`config.mk`:
```
export PLATFORM = sky130hd
export DESIGN_NAME = pipe_skid_latch
export DESIGN_NICKNAME = d
export VERILOG_FILES = /design/src/rtl/pipe_skid_latch.sv
export SDC_FILE = /design/constraint.sdc
export NUM_CORES = 1
export LEC_CHECK = 0
export ABC_AREA = 0
export CAP_MARGIN = 20
export CORE_MARGIN = 2
export CORE_UTILIZATION = 30
export DETAILED_ROUTE_END_ITERATION = 8
export HOLD_SLACK_MARGIN = 0.1
export PLACE_DENSITY_LB_ADDON = 0.08
export SETUP_SLACK_MARGIN = 0.5
export SYNTH_ARGS = -nofsm -noshare
export SYNTH_HDL_FRONTEND = slang
export SYNTH_SLANG_ARGS = --single-unit
```
`constraint.sdc`:
```
create_clock -name clock -period 3.1 [get_ports clock]
set_clock_uncertainty 0.2 [all_clocks]
set_input_delay 0.62 -clock clock [delete_from_list [all_inputs] [get_ports clock]]
set_output_delay 0.62 -clock clock [all_outputs]
set_load 0.01 [all_outputs]
```
`src/rtl/pipe_skid_latch.sv`:
```
// pipe_skid_latch: two-entry (main + skid) pipeline latch with flush and saturating stall counter.
module pipe_skid_latch #(
    parameter int PC_WIDTH = 32,
    parameter int IR_WIDTH = 32,
    parameter logic [IR_WIDTH-1:0] NOP_IR = '0,
    parameter int CNT_WIDTH = 16
) (
    input  logic                 clock,
    input  logic                 reset_n,
    input  logic                 in_valid,
    output logic                 in_ready,
    input  logic [PC_WIDTH-1:0]  in_pc,
    input  logic [IR_WIDTH-1:0]  in_ir,
    output logic                 out_valid,
    input  logic                 out_ready,
    output logic [PC_WIDTH-1:0]  out_pc,
    output logic [IR_WIDTH-1:0]  out_ir,
    input  logic                 flush,
    output logic [CNT_WIDTH-1:0] stall_cnt
);
    typedef enum logic [1:0] {EMPTY, ONE, TWO} state_t;
    state_t state_q, state_d;
    logic [PC_WIDTH-1:0] main_pc_q, main_pc_d, skid_pc_q, skid_pc_d;
    logic [IR_WIDTH-1:0] main_ir_q, main_ir_d, skid_ir_q, skid_ir_d;
    logic [CNT_WIDTH-1:0] cnt_q, cnt_d;
    logic accept, consume;
    assign in_ready  = state_q != TWO;
    assign out_valid = state_q != EMPTY;
    assign accept    = in_valid & in_ready;
    assign consume   = out_valid & out_ready;
    assign out_pc    = out_valid ? main_pc_q : '0;
    assign out_ir    = out_valid ? main_ir_q : NOP_IR;
    assign stall_cnt = cnt_q;
    assign cnt_d     = (out_valid && !out_ready && cnt_q != '1) ? cnt_q + 1'b1 : cnt_q;
    always_comb begin
        state_d   = state_q;
        main_pc_d = main_pc_q;
        main_ir_d = main_ir_q;
        skid_pc_d = skid_pc_q;
        skid_ir_d = skid_ir_q;
        if (flush) begin
            state_d   = EMPTY;
            main_pc_d = '0;
            main_ir_d = NOP_IR;
            skid_pc_d = '0;
            skid_ir_d = NOP_IR;
        end else begin
            case (state_q)
                EMPTY: if (accept) begin
                    state_d   = ONE;
                    main_pc_d = in_pc;
                    main_ir_d = in_ir;
                end
                ONE: if (accept && !consume) begin
                    state_d   = TWO;
                    skid_pc_d = in_pc;
                    skid_ir_d = in_ir;
                end else if (accept) begin
                    main_pc_d = in_pc;
                    main_ir_d = in_ir;
                end else if (consume) begin
                    state_d = EMPTY;
                end
                TWO: if (consume) begin
                    state_d   = ONE;
                    main_pc_d = skid_pc_q;
                    main_ir_d = skid_ir_q;
                end
                default: state_d = EMPTY;
            endcase
        end
    end
    always_ff @(posedge clock) begin
        if (!reset_n) begin
            state_q   <= EMPTY;
            main_pc_q <= '0;
            main_ir_q <= NOP_IR;
            skid_pc_q <= '0;
            skid_ir_q <= NOP_IR;
            cnt_q     <= '0;
        end else begin
            state_q   <= state_d;
            main_pc_q <= main_pc_d;
            main_ir_q <= main_ir_d;
            skid_pc_q <= skid_pc_d;
            skid_ir_q <= skid_ir_d;
            cnt_q     <= cnt_d;
        end
    end
endmodule

```
# Word-level counts from Yosys, hierarchy flattened
# Cells that the tools add are included.
# Widths: inputs -> output; s select.
[word_totals]
reg_bits = 146
latchBits = 0
ram_bits = 0
mem_bits_ro = 0
input_bits = 69
output_inout_bits = 82
memories = 0
[classes]
addsub = 1
mul = 0
div_mod_pow = 0
n_lt_le_gt_ge = 0
n_eq_ne = 9
n_shift = 0
muxes = 16
n_bitwise = 3
n_reduce_logical = 12
[ops]
columns = ["operator", "count"]
rows = [
  ["$mux 32", 8],
  ["$pmux 32 s3", 2],
  ["$add 16x1->16 const B", 1],
  ["$ne 16x16->1 const B", 1],
  ["$mux 2", 5],
  ["$ne 2x2->1 const B", 4],
  ["$ne 3x3->1 const B", 2],
  ["$pmux 2 s3", 1],
  ["$reduce_and 4->1", 1],
  ["$logic_and 1x1->1", 3],
  ["$reduce_and 3->1", 1],
  ["$reduce_bool 3->1", 1],
  ["$and 1x1->1", 2],
  ["$eq 2x1->1 const B", 1],
  ["$eq 2x2->1 const B", 1],
  ["$logic_not 1->1", 2],
  ["$logic_not 2->1", 1],
  ["$reduce_and 2->1", 1],
  ["$reduce_bool 2->1", 1],
  ["$reduce_or 2->1", 1],
  ["$not 1->1", 1],
]

# Longest topological paths before layout
[depth]
word_depth = 6
ltp_mapped = 6

# Worst setup path before layout
# Ideal clock, no wire load.
[synth_timing]
path_type = "reg-to-output"
start = "register state_q[1]"
end = "output port out_ir[0]"
arrival_ns = 1.151
required_ns = 2.280
setup_slack_ns = 1.129
path_stages_with_launch = 5
cell_sequence = "dfxtp_1 > or2_2 > clkbuf_1 > clkbuf_1 > and2_1"
[synth_between]
elab_chain_cells = 2
[synth_lines]
columns = ["element", "line", "source"]
rows = [
  ["start: declaration", "22", "state_t state_q, state_d;"],
  ["start signal: assignment", "82", "state_q <= state_d;"],
  ["$reduce_bool 2->1", "28", "assign out_valid = state_q != EMPTY;"],
  ["$mux 32", "32", "assign out_ir = out_valid ? main_ir_q : NOP_IR;"],
  ["end: declaration", "17", "output logic [IR_WIDTH-1:0] out_ir,"],
]
# No other way between the ends.

# Worst setup path after layout
[layout_timing]
start = "register state_q[1]"
end = "output port out_pc[2]"
[layout_between]
elab_chain_cells = 2
[layout_lines]
columns = ["element", "line", "source"]
rows = [
  ["$reduce_bool 2->1", "28", ""],
  ["$mux 32", "31", "assign out_pc = out_valid ? main_pc_q : '0;"],
  ["end: declaration", "16", "output logic [PC_WIDTH-1:0] out_pc,"],
]
# No other way between the ends.

==> key figures <==
Logic synthesis
  – Sequential element share of the synthesized area: 0.4598
  – Cell count after synthesis: 750
  – Seq cells post-synth: 146
  – Yosys warnings: 0
  – Avg Cell Area, Syn: 8.475 um2
  – Netlist cell types: 36
  – Synthesized area: 6356 um2
  – Syn nets: 820

Power
  – Clock Power Share: 0.494
  – PwrDens: 520.6 nW/um2
  – Combinational Power Share: 0.081
  – Switching part of the total: 0.2179
  – Switching pwr: 0.9959 mW
  – Flop pwr share: 0.426
  – Cell Int Power: 3.575 mW
  – Total power: 4.571 mW
  – Peak supply drop: 369.5 uV
  – Pleak: 3.937 nW

STA
  – Final hold viol count: 0
  – Worst slew pin tran: 0.6112 ns
  – Clock period minus worst slack: 2.631 ns
  – Hold_ws: 0.2515 ns
  – Max-slew violations: 0
  – Final setup margin: 0.4695 ns
  – Setup violators final: 0
  – Setup TNS: 0 ns
  – Fmax: 380.2 MHz
  – Slew margin rel.: 0.5894
  – Unrepaired setup endpoints after global routing: true
  – Fin crit share: 0.8486

Clock network
  – CTS H-tree depth: 4
  – CTS tree: yes
  – Longest Clk Path Bufs: 2
  – Clk_lat worst skew: 0.42 ns
  – Root buffer cell: clkbuf_16
  – CTS Buf Count: 17
  – Clk sinks: 146
  – Clock Pin Slew Worst Setup and Hold Paths: 0.06 ns

Place
  – PortBufs: 150
  – Placed Cells incl. Taps: 1131
  – DP HPWL: 11630 um
  – GP Congestion: 0.7572
  – Pre-CTS WS: 0.3922 ns

Final layout
  – Area grow syn2layout: 38.15%
  – Footprint of the multi-input gates: 3176 um2
  – Layout cells sized above 1: 0.06846
  – # diodes: 0
  – # fillers: 2158
  – Nets: 949
  – Final cell count without fillers: 1166
  – Register area: 2925 um2

Routing
  – TritonRoute pass-1 iters: 4
  – DR vias: 5519
  – Starting DRT DRC Count: 177
  – Final WL: 17480 um
  – Routed Antenna Nets: 0
  – DRC errors left: 0
  – Avg WL per Cell: 14.99 um
  – Vias per cell: 4.733

Run
  – Max Cap Viol: 0

Setup path
  – CP Max Fanout: 8
  – CP endpoint kind: primary output
  – Worst Setup Start Kind: register
  – Worst EP required: 2.28 ns
  – Worst R2R Setup Slack: 1.06 ns
  – Kind of critical path: register to primary output
  – Critical Path AT: 1.81 ns

Global routing
  – Antenna violations before repair: 0
  – Grt ovf: 0
  – Vias in the first global route: 5369
  – Largest net degree at the start of global routing: 91
  – First-pass GRT wire length: 27850 um
  – Global Route Usage Sum: 0.1591

Floorplanning
  – Die Y: 149.6 um
  – Die area: 22370 um2
  – Initial Util: 0.3043
  – Die X: 149.6 um
  – Ports: 151
  – Std-Cell Rows: 53
  – Core Area: 20890 um2

Outcome
  – Outcome: complete, no violations

Min path
  – Worst min-delay path class: register to register
[flip-flops by register name (all words and copies together) (netlist names)]
name       flops
main_ir_q     32
main_pc_q     32
skid_ir_q     32
skid_pc_q     32
stall_cnt     16
state_q        2
[synth_stat cells]
| library cell | count | area, um2 |
|---|---|---|
| and4_1 | 1 | 8.760 |
| nor2_1 | 67 | 251.5 |
| nand2b_1 | 4 | 25.02 |
| ha_1 | 1 | 12.51 |
| nand3_1 | 7 | 35.03 |
| buf_2 | 15 | 75.07 |
| dfxtp_1 | 146 | 2923 |
| and3_1 | 3 | 18.77 |
| or3_1 | 7 | 43.79 |
| clkbuf_1 | 37 | 138.9 |
| nand4_4 | 1 | 21.27 |
| nor3_1 | 1 | 5.000 |
| buf_6 | 1 | 11.26 |
| o21ba_2 | 1 | 10.01 |
| nand3b_1 | 1 | 7.510 |
| nand4_1 | 6 | 37.54 |
| nor2b_1 | 2 | 12.51 |
| and2b_1 | 1 | 7.510 |
| o22a_1 | 1 | 8.760 |
| clkbuf_2 | 1 | 5.000 |
| and2_1 | 67 | 419.2 |
| o21ai_0 | 8 | 40.04 |
| buf_4 | 5 | 37.54 |
| a21oi_1 | 76 | 380.4 |
| nand2_1 | 136 | 510.5 |
| o221a_2 | 1 | 11.26 |
| or4_1 | 4 | 30.03 |
| a211oi_1 | 67 | 503.0 |
| or2b_1 | 1 | 7.510 |
| o31ai_1 | 4 | 30.03 |
| mux2i_1 | 68 | 680.7 |
| or2_2 | 1 | 6.260 |
| buf_1 | 1 | 3.750 |
| nor4b_1 | 2 | 17.52 |
| o21ai_1 | 1 | 5.000 |
| inv_1 | 4 | 15.01 |
[repair_timing]
item,CTS,global route
hold buffers,0,0
setup buffers,3,1
setup endpoints to repair,66,12
gates resized for setup,58,13
pin swaps,1,1
endpoints found under the hold margin,0,0
[routing by layer]
| metal | track usage | wire length (um) | up-vias |
|---|---|---|---|
| met5 | 0 | 0 | - |
| met4 | 0.04714 | 246 | 0 |
| met3 | 0.04421 | 1092 | 15 |
| met2 | 0.2628 | 8076 | 123 |
| met1 | 0.2022 | 8062 | 2543 |
| li1 | - | - | 2838 |
[cell usage in the layout, fill, tap and decap left out, types with 8 or more instances in the layout]
cell type,synthesis,layout
dlygate4sd2_1,0,53
mux2i_1,68,68
dfxtp_1,146,144
o21ai_0,8,8
and2_1,67,66
nor2_1,67,67
dlymetal6s2s_1,0,11
buf_4,5,14
a21oi_1,76,76
a211oi_1,67,67
nand2_1,136,135
clkdlybuf4s50_1,0,86
clkbuf_16,0,17
[power by group through the flow]
stage,clock (mW),sequential (mW),combinational [mW]
detailed placement,0,1.99,0.373
finish,2.26,1.95,0.368
global placement,0,1.99,0.366
global route,2.40,1.95,0.411
floorplan,0,1.98,0.191
CTS,2.33,1.95,0.373
[final cells by class]
class,count,share of cell area
tap,275,0.03918
sequential,146,0.3331
clock inverter,7,0.01639
timing repair buffer,170,0.1897
inverter,4,0.001710
clock buffer,24,0.05828
multi-input combinational,540,0.3616
[worst max-delay path, stage by stage (launching register included)]
cell and delay [ns]:
dfxtp_2 0.35, or2_4 0.28, buf_4 0.16, buf_4 0.15
and2_1 0.18, dlygate4sd2_1 0.28
[kinds of logic after synthesis]
logic type               count (synthesis)  share of synthesized area
AND/OR/NAND/NOR                        312                     0.2305
AO/OA/AOI/OAI                          159                     0.1555
flip-flops                             146                     0.4598
multiplexers                            68                     0.1071
buffers and inverters                   64                    0.04508
adder cells (fa/ha/maj)                  1                   0.001968
[per-stage QoR]
stage / util / instance area, um2
finish: 0.4204 / 8781
global route: 0.4204 / 8781
CTS: 0.4183 / 8738
detailed placement: 0.3884 / 8114
global placement: 0.3884 / 8114
floorplan: - / 6356
[worst paths after layout]
kind | to | cells after the start | start
setup reg to reg | main_ir_q[12] | 5 | state_q[1]
setup / recovery | out_pc[2] | 5 | state_q[1]
hold reg to reg | skid_ir_q[8] | 2 | skid_ir_q[8]
hold / removal | skid_ir_q[8] | 2 | skid_ir_q[8]
No activity file was read; power rests on OpenSTA's default activity.
